[src/rtl/debounce_timer_arbiter.sv]
// Multi-channel switch debouncer: N raw inputs share one hold timer, which a
// round-robin arbiter grants to one channel whose input disagrees with its output.
module debounce_timer_arbiter #(
  parameter int   N       = 4,
  parameter int   HOLD    = 15,
  parameter int   CNT_W   = 4,
  parameter logic RST_VAL = 1'b0,
  parameter int   ID_W    = 2
) (
  input  logic            clk,
  input  logic            rst,
  input  logic [N-1:0]    in,
  output logic [N-1:0]    out,
  output logic [N-1:0]    chg,
  output logic            busy,
  output logic [ID_W-1:0] owner
);

  typedef enum logic {S_IDLE, S_COUNT} state_t;

  state_t            r_state;
  logic [ID_W-1:0]   r_ptr;
  logic [ID_W-1:0]   r_owner;
  logic [CNT_W-1:0]  r_timer;
  logic [N-1:0]      r_out;
  logic [N-1:0]      r_chg;
  logic              r_busy;

  logic [N-1:0]      w_req;
  logic              w_any;
  logic              w_own_req;
  logic [ID_W-1:0]   w_pick;
  logic [ID_W-1:0]   w_next_ptr;

  // First requesting channel at or above ptr, wrapping modulo N.
  function automatic logic [ID_W-1:0] rr_pick(input logic [N-1:0] req,
                                              input logic [ID_W-1:0] ptr);
    logic [ID_W-1:0] sel;
    logic            found;
    int              idx;
    sel   = ptr;
    found = 1'b0;
    for (int k = 0; k < N; k++) begin
      idx = (int'(ptr) + k) % N;
      if (!found && req[idx]) begin
        sel   = ID_W'(idx);
        found = 1'b1;
      end
    end
    return sel;
  endfunction

  function automatic logic [CNT_W-1:0] dec_sat(input logic [CNT_W-1:0] t);
    return (t == '0) ? '0 : t - 1'b1;
  endfunction

  assign w_req      = in ^ r_out;
  assign w_any      = |w_req;
  assign w_own_req  = w_req[r_owner];
  assign w_pick     = rr_pick(w_req, r_ptr);
  assign w_next_ptr = (r_owner == ID_W'(N - 1)) ? '0 : r_owner + 1'b1;

  always_ff @(posedge clk) begin
    if (rst) begin
      r_state <= S_IDLE;
      r_ptr   <= '0;
      r_owner <= '0;
      r_timer <= '0;
      r_out   <= {N{RST_VAL}};
      r_chg   <= '0;
      r_busy  <= 1'b0;
    end else begin
      r_chg <= '0;
      case (r_state)
        S_IDLE: begin
          if (w_any) begin
            r_owner <= w_pick;
            r_timer <= CNT_W'(HOLD);
            r_state <= S_COUNT;
            r_busy  <= 1'b1;
          end
        end
        S_COUNT: begin
          // Owner bounced back before the hold time expired: drop it, no commit.
          if (!w_own_req) begin
            r_state <= S_IDLE;
            r_busy  <= 1'b0;
            r_ptr   <= w_next_ptr;
          end else if (r_timer != '0) begin
            r_timer <= dec_sat(r_timer);
          end else begin
            r_out[r_owner] <= in[r_owner];
            r_chg[r_owner] <= 1'b1;
            r_state        <= S_IDLE;
            r_busy         <= 1'b0;
            r_ptr          <= w_next_ptr;
          end
        end
        default: begin
          r_state <= S_IDLE;
          r_busy  <= 1'b0;
        end
      endcase
    end
  end

  assign out   = r_out;
  assign chg   = r_chg;
  assign busy  = r_busy;
  assign owner = r_owner;

endmodule

[config.mk]
export PLATFORM = sky130hd
export DESIGN_NAME = debounce_timer_arbiter
export DESIGN_NICKNAME = d
export VERILOG_FILES = /design/src/rtl/debounce_timer_arbiter.sv
export SDC_FILE = /design/constraint.sdc
export NUM_CORES = 1
export LEC_CHECK = 0
export CAP_MARGIN = 20
export CORE_MARGIN = 2
export CORE_UTILIZATION = 45
export CTS_CLUSTER_DIAMETER = 80
export CTS_CLUSTER_SIZE = 24
export DETAILED_ROUTE_END_ITERATION = 10
export PLACE_DENSITY = 0.73
export SLEW_MARGIN = 20
export SYNTH_ARGS = -nofsm -noshare
export SYNTH_HDL_FRONTEND = slang
export SYNTH_SLANG_ARGS = --single-unit
[constraint.sdc]
create_clock -name clk -period 1.7 [get_ports clk]
set_input_delay 0.34 -clock clk [delete_from_list [all_inputs] [get_ports clk]]
set_output_delay 0.34 -clock clk [all_outputs]
set_load 0.02 [all_outputs]
== Word level (Yosys, flattened, before mapping) ==
Cells that the tools add are included.

* Register bits after elaboration: 18
* Input bits: 6
* Output and inout bits: 11
* Logic and storage cells: 90

* Add/sub/neg operators: 5
* Order comparisons: 6
* Equal/unequal tests: 6
* Mux-type cells: 40
* Bitwise operators: 7
* Reduce and logical (&&, ||, !) cells: 19

{| class="wikitable"
|+ Operators with widths
! cell !! number
|-
| $mux 1 || 19
|-
| $mux 4 || 4
|-
| $bmux 1 s2 || 6
|-
| $lt 3x4->1 const B || 3
|-
| $mux 2 || 6
|-
| $pmux 4 s2 || 1
|-
| $reduce_or 4->1 || 2
|-
| $lt 2x3->1 const B || 2
|-
| $reduce_and 2->1 || 3
|-
| $reduce_and 3->1 || 2
|-
| $reduce_or 2->1 || 3
|-
| $add 2x1->2 const B || 2
|-
| $add 2x2->2 const B || 2
|-
| $bwmux 4 || 1
|-
| $logic_and 1x1->1 || 4
|-
| $logic_not 4->1 || 1
|-
| $ne 2x1->1 const B || 2
|-
| $ne 2x2->1 const B || 2
|-
| $pmux 1 s2 || 2
|-
| $reduce_bool 4->1 || 1
|-
| $sub 4x1->4 const B || 1
|-
| $xor 4x4->4 || 1
|-
| $and 1x1->1 const A || 3
|-
| $logic_not 1->1 || 3
|-
| 5 further kinds || 7
|}

== Longest topological paths before layout ==
Gate-level depths: netlist of run 1.

* Depth in word-level cells: 14
* Mapped depth: 4
* Depth with buffers taken out: 4

== Worst setup path before layout of run 1 ==
No wires, ideal clock.

* Kind: register to register
* Start point: register r_out[3] (netlist: out[3])
* End point: register r_timer[1]
* Library setup time: 0.086 ns
* Arrival: 1.860 ns
* Required time: 1.614 ns
* Slack: -0.246 ns
* Stages on the path, launching flop included: 5
* Path buffers: 0
* Clock period less this slack: 1.946 ns
* Cell sequence: dfxtp_1 xnor2_1 mux4_2 or4_4 a221oi_2

* Longest elaborated chain between the ends: 5
* Elaborated cells between the ends (all ways): 7
* Classes of those cells: 2 x eq/ne; 2 x mux; 1 x bitwise; 2 x reduce/logical

{| class="wikitable"
|+ Ends and longest elaborated chain
! what !! RTL line !! RTL
|-
| start, declared || 25 || <nowiki>logic [N-1:0] r_out;</nowiki>
|-
| start signal, assigned || 69 || <nowiki>r_out <= {N{RST_VAL}};</nowiki>
|-
| start signal, assigned by index || 92 || <nowiki>r_out[r_owner] <= in[r_owner];</nowiki>
|-
| $xor 4x4->4 * || 57 || <nowiki>assign w_req = in ^ r_out;</nowiki>
|-
| $bmux 1 s2 || 59 || <nowiki>assign w_own_req = w_req[r_owner];</nowiki>
|-
| $mux 1 (implied by the code) || 59 ||
|-
| $ne 2x1->1 (no line) || -- ||
|-
| $reduce_and 3->1 (no line) * || -- ||
|-
| end signal, assigned || 78 || <nowiki>r_timer <= CNT_W'(HOLD);</nowiki>
|-
| end signal, assigned || 90 || <nowiki>r_timer <= dec_sat(r_timer);</nowiki>
|-
| end, declared || 24 || <nowiki>logic [CNT_W-1:0] r_timer;</nowiki>
|}

Every way passes the cells marked *; elsewhere a longest branch is shown, timed or not. The select of a mux whose other input is x is not followed.
A chain may end at the register's enable or synchronous reset.

== Worst setup path after layout of run 1 ==
* Start point: register r_out[0] (netlist: out[0])
* End point: register r_ptr[0]

* Longest elaborated chain between the ends: 5
* Elaborated cells between the ends (all ways): 6
* Classes of those cells: 1 x eq/ne; 3 x mux; 1 x bitwise; 1 x reduce/logical

{| class="wikitable"
|+ Ends and longest elaborated chain
! what !! RTL line !! RTL
|-
| $xor 4x4->4 * || 57 ||
|-
| $bmux 1 s2 * || 59 ||
|-
| $mux 1 (implied by the code) * || 59 ||
|-
| $ne 2x2->1 (no line) || -- ||
|-
| $reduce_and 2->1 (no line) || -- ||
|-
| end signal, assigned || 88 || <nowiki>r_ptr <= w_next_ptr;</nowiki>
|-
| end signal, assigned || 96 || <nowiki>r_ptr <= w_next_ptr;</nowiki>
|-
| end, declared || 22 || <nowiki>logic [ID_W-1:0] r_ptr;</nowiki>
|}

Marked as above.

==> results of run 1 <==
==> worst max-delay path by stage <==
stage	to	from	slack [ns]	depth (start not counted)
floorplan	r_timer[1]	out[0]	-0.10	4
global placement	r_ptr[0]	in[0]	-0.48	6
detailed placement	r_ptr[0]	in[0]	-0.51	6
CTS	r_timer[1]	out[0]	-0.05	4
global route	r_timer[1]	out[0]	-0.08	4
finish	r_ptr[0]	out[0]	-0.04	5
==> power breakdown <==
| group | switching (uW) | leakage (uW) | total, uW | internal (uW) |
|---|---|---|---|---|
| clock | 141 | 0.0000150 | 232 | 91.4 |
| combinational | 158 | 0.000431 | 312 | 155 |
| sequential | 32.0 | 0.000150 | 483 | 451 |
==> stage by stage <==
stage	hold WS [ns]	power, uW	instance area, um^2	utilization
5_1_grt	0.569	1080	1390	0.699
6_report	0.533	1030	1390	0.699
2_1_floorplan	0.481	656	982	-
4_1_cts	0.524	1030	1370	0.689
3_3_place_gp	0.497	786	1340	0.677
3_5_place_dp	0.510	797	1340	0.677
==> worst min-delay path: stages, from the launching register on <==
cell	delay [ns]
dfxtp_1	0.34
o21ai_0	0.08
nor2_1	0.08
==> what timing repair did <==
action,in CTS,in global routing
gates cloned,0,0
setup buffers,0,0
pin swaps,0,2
resized for setup,12,3
setup endpoints to repair,19,11
==> area by class of cell <==
type,count,area share
Sequential cell,18,0.266
Inverter,5,0.0136
Multi-Input combinational cell,71,0.443
Timing Repair Buffer,39,0.234
Clock buffer,4,0.0190
Tap cell,27,0.0244
==> cells by family (layout without fill, tap and decap cells) <==
kind of cell,after synthesis,after routing
XOR/XNOR,8,8
AO/OA/AOI/OAI,20,20
buffers and inverters,7,48
multiplexers,8,8
flip-flops,18,18
adder cells (fa/ha/maj),4,4
AND/OR/NAND/NOR,31,31
==> layer usage <==
layer	GRT usage	share of wire	up-vias
li1	-	-	449
met1	0.298	0.45	456
met2	0.389	0.48	22
met3	0.0303	0.047	4
met4	0.111	0.019	0
met5	0	0	-
==> placed cells by master (no fill, tap or decap), types with 4 or more instances in the layout <==
master	n
ha_1	4
buf_4	22
dlygate4sd2_1	10
clkdlybuf4s50_1	6
dfxtp_1	13
mux2i_1	4
nand4_1	5
xnor2_2	4
xor2_1	4
nor3_1	4
nand2_1	7
dfxtp_2	4
==> state kept, by name, summed over array words and instances, names as in the netlist <==
signal / cells
r_state: 1
chg: 4
out: 4
r_ptr: 2
owner: 2
r_timer: 4
busy: 1
==> summary.txt, run 1 <==
Run status
  – Status: finished with violations
  – Failing checks: negative setup slack

Detailed routing
  – Drt drc: 0
  – Drt via density: 5.68
  – DRT Pass-1 Iters: 4
  – DRT antenna net count: 0
  – Initial DRC Count: 51
  – Wire per inst: 15.5 um
  – Drt total wl: 2530 um
  – Routed via count: 931

Yosys
  – Post-synthesis sequential area ratio: 0.379
  – Synthesized area per cell: 9.91 um^2
  – Cell count after synthesis: 96
  – Netlist cell types: 33
  – Synth Area in Simple Gates: 0.186
  – Yosys reg bits: 18
  – Ranking of synthesized cells by area: dfxtp_1 38%, mux4_2 7.1%, ha_1 5.3%
  – Share of synthesized registers carrying an async set or reset: 0
  – Ys flop type: dfxtp_1
  – Cell with the most instances after synthesis: dfxtp_1
  – Post-synth EDFFs: 0
  – Yosys warnings: 0
  – Synthesized net count: 106
  – Synth top area share: 0.379
  – Area leader, netlist: dfxtp_1
  – Syn Std Cell Area: 951 um^2
  – Synth cell count leaders: 18 x dfxtp_1, 7 x nand2_1, 5 x nand4_1
  – Adder-Cell Fraction of Synth Area: 0.0526
  – Post-synthesis compound-gate area fraction: 0.157
  – Largest family of logic cells by synthesized area: simple AND/OR/NAND/NOR gates
  – Synth Area in XOR/XNOR: 0.0737
  – Multiplexer share of the synthesized area: 0.125

Finish
  – Final nets: 148
  – Diodes inserted: 0
  – Share of cells above drive strength 1: 0.328
  – Area of the multi-input gates: 613 um^2
  – FF+latch area: 369 um^2
  – Fill count: 154
  – Non-Filler Instances: 164
  – Area grow syn2layout: 45.7%

Setup path
  – Worst path slowest cell: mux4_2
  – Worst r2r dst: r_ptr[0]
  – WP data required: 1.89 ns
  – CP Cell Sequence: xnor2_2 > mux4_2 > buf_6 > o21a_1 > mux2_2
  – Worst Path Max Fanout: 6
  – WP buf/inv: 1
  – CP Launch Type: register
  – Worst reg-to-reg setup slack: -0.04 ns
  – Worst Reg2Reg Path Length in Cells: 5
  – CP Capture Type: register
  – Critical path's largest stage delay: 0.50 ns
  – WS Path Type: reg -> reg
  – CP delay by family, top: multiplexers
  – Worst R2R Start: out[0]
  – CP arrival: 1.93 ns

CTS
  – # hold bufs at CTS: 0
  – Clock Latency Late Sink: 0.30 ns
  – CTS root buf: clkbuf_4
  – CTS tree: done
  – CTS buffer count: 3
  – Sink Count: 18
  – CTS Buffer Depth: 2
  – CTS HTree Levels: 1
  – Clk pin slew, worst setup/hold paths: 0.11 ns

Global route
  – First-pass GRT wire length: 4310 um
  – Vias in the first global route: 931
  – Global route overflow: 0
  – Initial antenna violation count: 0
  – Largest net degree at the start of global routing: 13
  – Total GRT Usage: 0.234

STA
  – Final setup violating endpoints: 2
  – Fin worst setup slack: -0.0384 ns
  – Endpoints failing hold: 0
  – Relative slew slack: 0.765
  – Fin Clk Skew: 0.0102 ns
  – Minimum clock period: 1.74 ns
  – Worst-margin pin slew: 0.350 ns
  – Highest clock rate: 0.575 GHz
  – Fin crit share: 1.02
  – Max Slew Vio Count: 0
  – Unrepaired setup endpoints after global routing: true
  – TNS Setup: -0.0713 ns

Floorplan
  – Total die area: 0.00250 mm^2
  – I/O pin count: 17
  – Initial Util: 0.480
  – Core area: 0.00198 mm^2
  – Die width: 50.0 um
  – Row Count: 16
  – Die height: 50.0 um

Placement
  – DP Wirelength: 1970 um
  – Placed Cells: 160
  – Buffers on Ports: 16
  – Placement Setup Slack: -0.508 ns
  – GPL Wtd Cong: 0.864

Run
  – Max_cap viols: 0

Power
  – Cell Pwr Density: 742 mW/mm^2
  – VDD IR max: 701 uV
  – Leak: 0.000597 uW

Hold path
  – Hold Path Stages: 2
  – Hold WC Path Type: reg -> reg
  – Hold Path Sink: busy
  – Hold_sp: busy
(Power assumes the default switching activity.)
==> run 2, diff against run 1 <==
--- a/config.mk
+++ b/config.mk
@@ -5,13 +5,12 @@
 export SDC_FILE = /design/constraint.sdc
 export NUM_CORES = 1
 export LEC_CHECK = 0
-export CAP_MARGIN = 20
 export CORE_MARGIN = 2
-export CORE_UTILIZATION = 45
+export CORE_UTILIZATION = 54
 export CTS_CLUSTER_DIAMETER = 80
 export CTS_CLUSTER_SIZE = 24
 export DETAILED_ROUTE_END_ITERATION = 10
-export PLACE_DENSITY = 0.73
+export PLACE_DENSITY = 0.82
 export SLEW_MARGIN = 20
 export SYNTH_ARGS = -nofsm -noshare
 export SYNTH_HDL_FRONTEND = slang
==> constraint.sdc (replaced) <==
create_clock -name clk -period 2 [get_ports clk]
set_input_delay 0.4 -clock clk [delete_from_list [all_inputs] [get_ports clk]]
set_output_delay 0.4 -clock clk [all_outputs]
set_load 0.02 [all_outputs]
==> run 2 against run 1 <==
Net effect:
- setup slack improved by 0.16 ns
- sequential share of layout area rose by 0.17 points
- final cell count is 7.3% lower
- clock skew decreased by 0.0033 ns
- worst hold slack gained 0.0074 ns
- die area shrank 15%
- the run now ends clean
- total power decreased by 11%
- count of clock-buffer cells in the layout is the same
- core utilization increased by 9.7 points
- global-route usage up 7.0 points
- design area shrank 3.0%
==> summary.txt, run 2 (synthesis results as in run 1) <==
Global route
  – First-pass GRT wire length: 4420 um
  – Global route overflow: 0
  – Initial antenna violation count: 0
  – Largest net degree at the start of global routing: 12
  – Vias in the first global route: 970
  – Total GRT Usage: 0.304

STA
  – Relative slew slack: 0.747
  – Fin Clk Skew: 0.00688 ns
  – Max Slew Vio Count: 0
  – Worst-margin pin slew: 0.376 ns
  – Hold Slack: 0.540 ns
  – Endpoints failing hold: 0
  – Minimum clock period: 1.87 ns
  – Fin crit share: 0.937
  – Final setup violating endpoints: 0
  – Unrepaired setup endpoints after global routing: false
  – Highest clock rate: 0.533 GHz
  – TNS Setup: 0 ns

Hold path
  – Hold Path Sink: busy
  – Hold_sp: busy
  – Hold WC Path Type: reg -> reg
  – Hold Path Stages: 2

Finish
  – Post-layout util: 0.796
  – Most frequent cells in the layout: 21 x buf_4, 18 x dfxtp_1, 12 x clkdlybuf4s50_1
  – Final nets: 146
  – Area of the multi-input gates: 594 um^2
  – Non-Filler Instances: 152
  – Share of cells above drive strength 1: 0.267
  – Design Area, Final: 0.00134 mm^2
  – Commonest non-fill, non-tap cell in the layout: buf_4
  – Fill count: 103
  – Area grow syn2layout: 41.3%
  – FF+latch area: 360 um^2
  – Diodes inserted: 0

Detailed routing
  – DRT antenna net count: 0
  – Drt via density: 6.37
  – DRT Pass-1 Iters: 4
  – Drt total wl: 2740 um
  – Drt drc: 0
  – Routed via count: 968
  – Initial DRC Count: 72
  – Wire per inst: 18.0 um

Setup path
  – CP Launch Type: register
  – Worst r2r dst: r_timer[1]
  – WP data required: 2.22 ns
  – Worst Reg2Reg Path Length in Cells: 4
  – CP Capture Type: register
  – Worst reg-to-reg setup slack: 0.13 ns
  – Worst R2R Start: out[1]
  – WS Path Type: reg -> reg
  – CP arrival: 2.10 ns
  – Worst Path Max Fanout: 4

CTS
  – Clock Latency Late Sink: 0.30 ns
  – # hold bufs at CTS: 0
  – CTS HTree Levels: 1
  – Sink Count: 18
  – CTS Buffer Depth: 2
  – Clk pin slew, worst setup/hold paths: 0.11 ns
  – CTS buffer count: 3
  – CTS tree: done
  – CTS root buf: clkbuf_4

Run status
  – Status: finished, final reports clean

Power
  – Flop pwr share: 0.449
  – Combinational share of power: 0.299
  – Switch Pwr: 281 uW
  – Pint: 628 uW
  – Leak: 0.000557 uW
  – Clk pwr share: 0.252
  – Cell Pwr Density: 677 mW/mm^2
  – VDD IR max: 438 uV
  – Sw frac: 0.309

Floorplan
  – Die height: 46.0 um
  – Total die area: 0.00211 mm^2
  – Core area: 0.00169 mm^2
  – Die width: 46.0 um
  – Initial Util: 0.563
  – Row Count: 15
  – I/O pin count: 17

Placement
  – Placed Cells: 147
  – GPL Wtd Cong: 0.879
  – DP Area: 0.00127 mm^2
  – Buffers on Ports: 16
  – DP Wirelength: 1890 um

Run
  – Max_cap viols: 0
## run 2: worst max path at each step
stage                       from          to  slack (ns)  depth (start not counted)
after detailed placement   in[1]  r_timer[1]       -0.32                          5
after global placement     in[0]  r_timer[1]       -0.24                          5
after global routing      out[0]  r_timer[1]        0.06                          4
after floorplan           out[3]  r_timer[1]        0.05                          4
after CTS                 out[3]  r_timer[1]        0.14                          4
final                     out[1]  r_timer[1]        0.13                          4
## run 2: cell type report
cell class	count	area share
tap	17	0.0158
inverter	5	0.0140
timing repair buffer	37	0.233
multi-input combinational	71	0.442
sequential	18	0.268
clock buffer	4	0.0270
## run 2: worst max-delay path, cell delays in order (launching register included)
cell and delay (ns):
dfxtp_1 0.46, xnor2_2 0.12, mux4_2 0.52, or4_4 0.44, a221oi_2 0.25
## run 2: through the flow
step	power, uW	setup WS (ns)
CTS	897	0.137
floorplan	555	0.0538
global placement	658	-0.242
detailed placement	670	-0.319
finish	910	0.126
global route	949	0.0644
## run 2: repair_timing
| action | 4_1_cts | 5_1_grt |
|---|---|---|
| setup endpoints to repair | 1 | 0 |
| hold endpoints to repair | 0 | 0 |
| resized for setup | 8 | 0 |
| setup buffers | 1 | 0 |
## run 2: power groups by stage
stage | registers (uW) | clock network, uW | logic, uW
after global placement | 414 | 0 | 244
final | 408 | 229 | 272
after CTS | 407 | 224 | 266
after floorplan | 426 | 0 | 129
after detailed placement | 415 | 0 | 255
after global routing | 411 | 243 | 294
## run 2: metal layers
metal | up-vias | GRT usage | wire, um
met5 | - | 0 | 0
met4 | 0 | 0.177 | 95
met3 | 13 | 0.0357 | 205
met2 | 58 | 0.492 | 1380
met1 | 456 | 0.384 | 1060
li1 | 441 | - | -
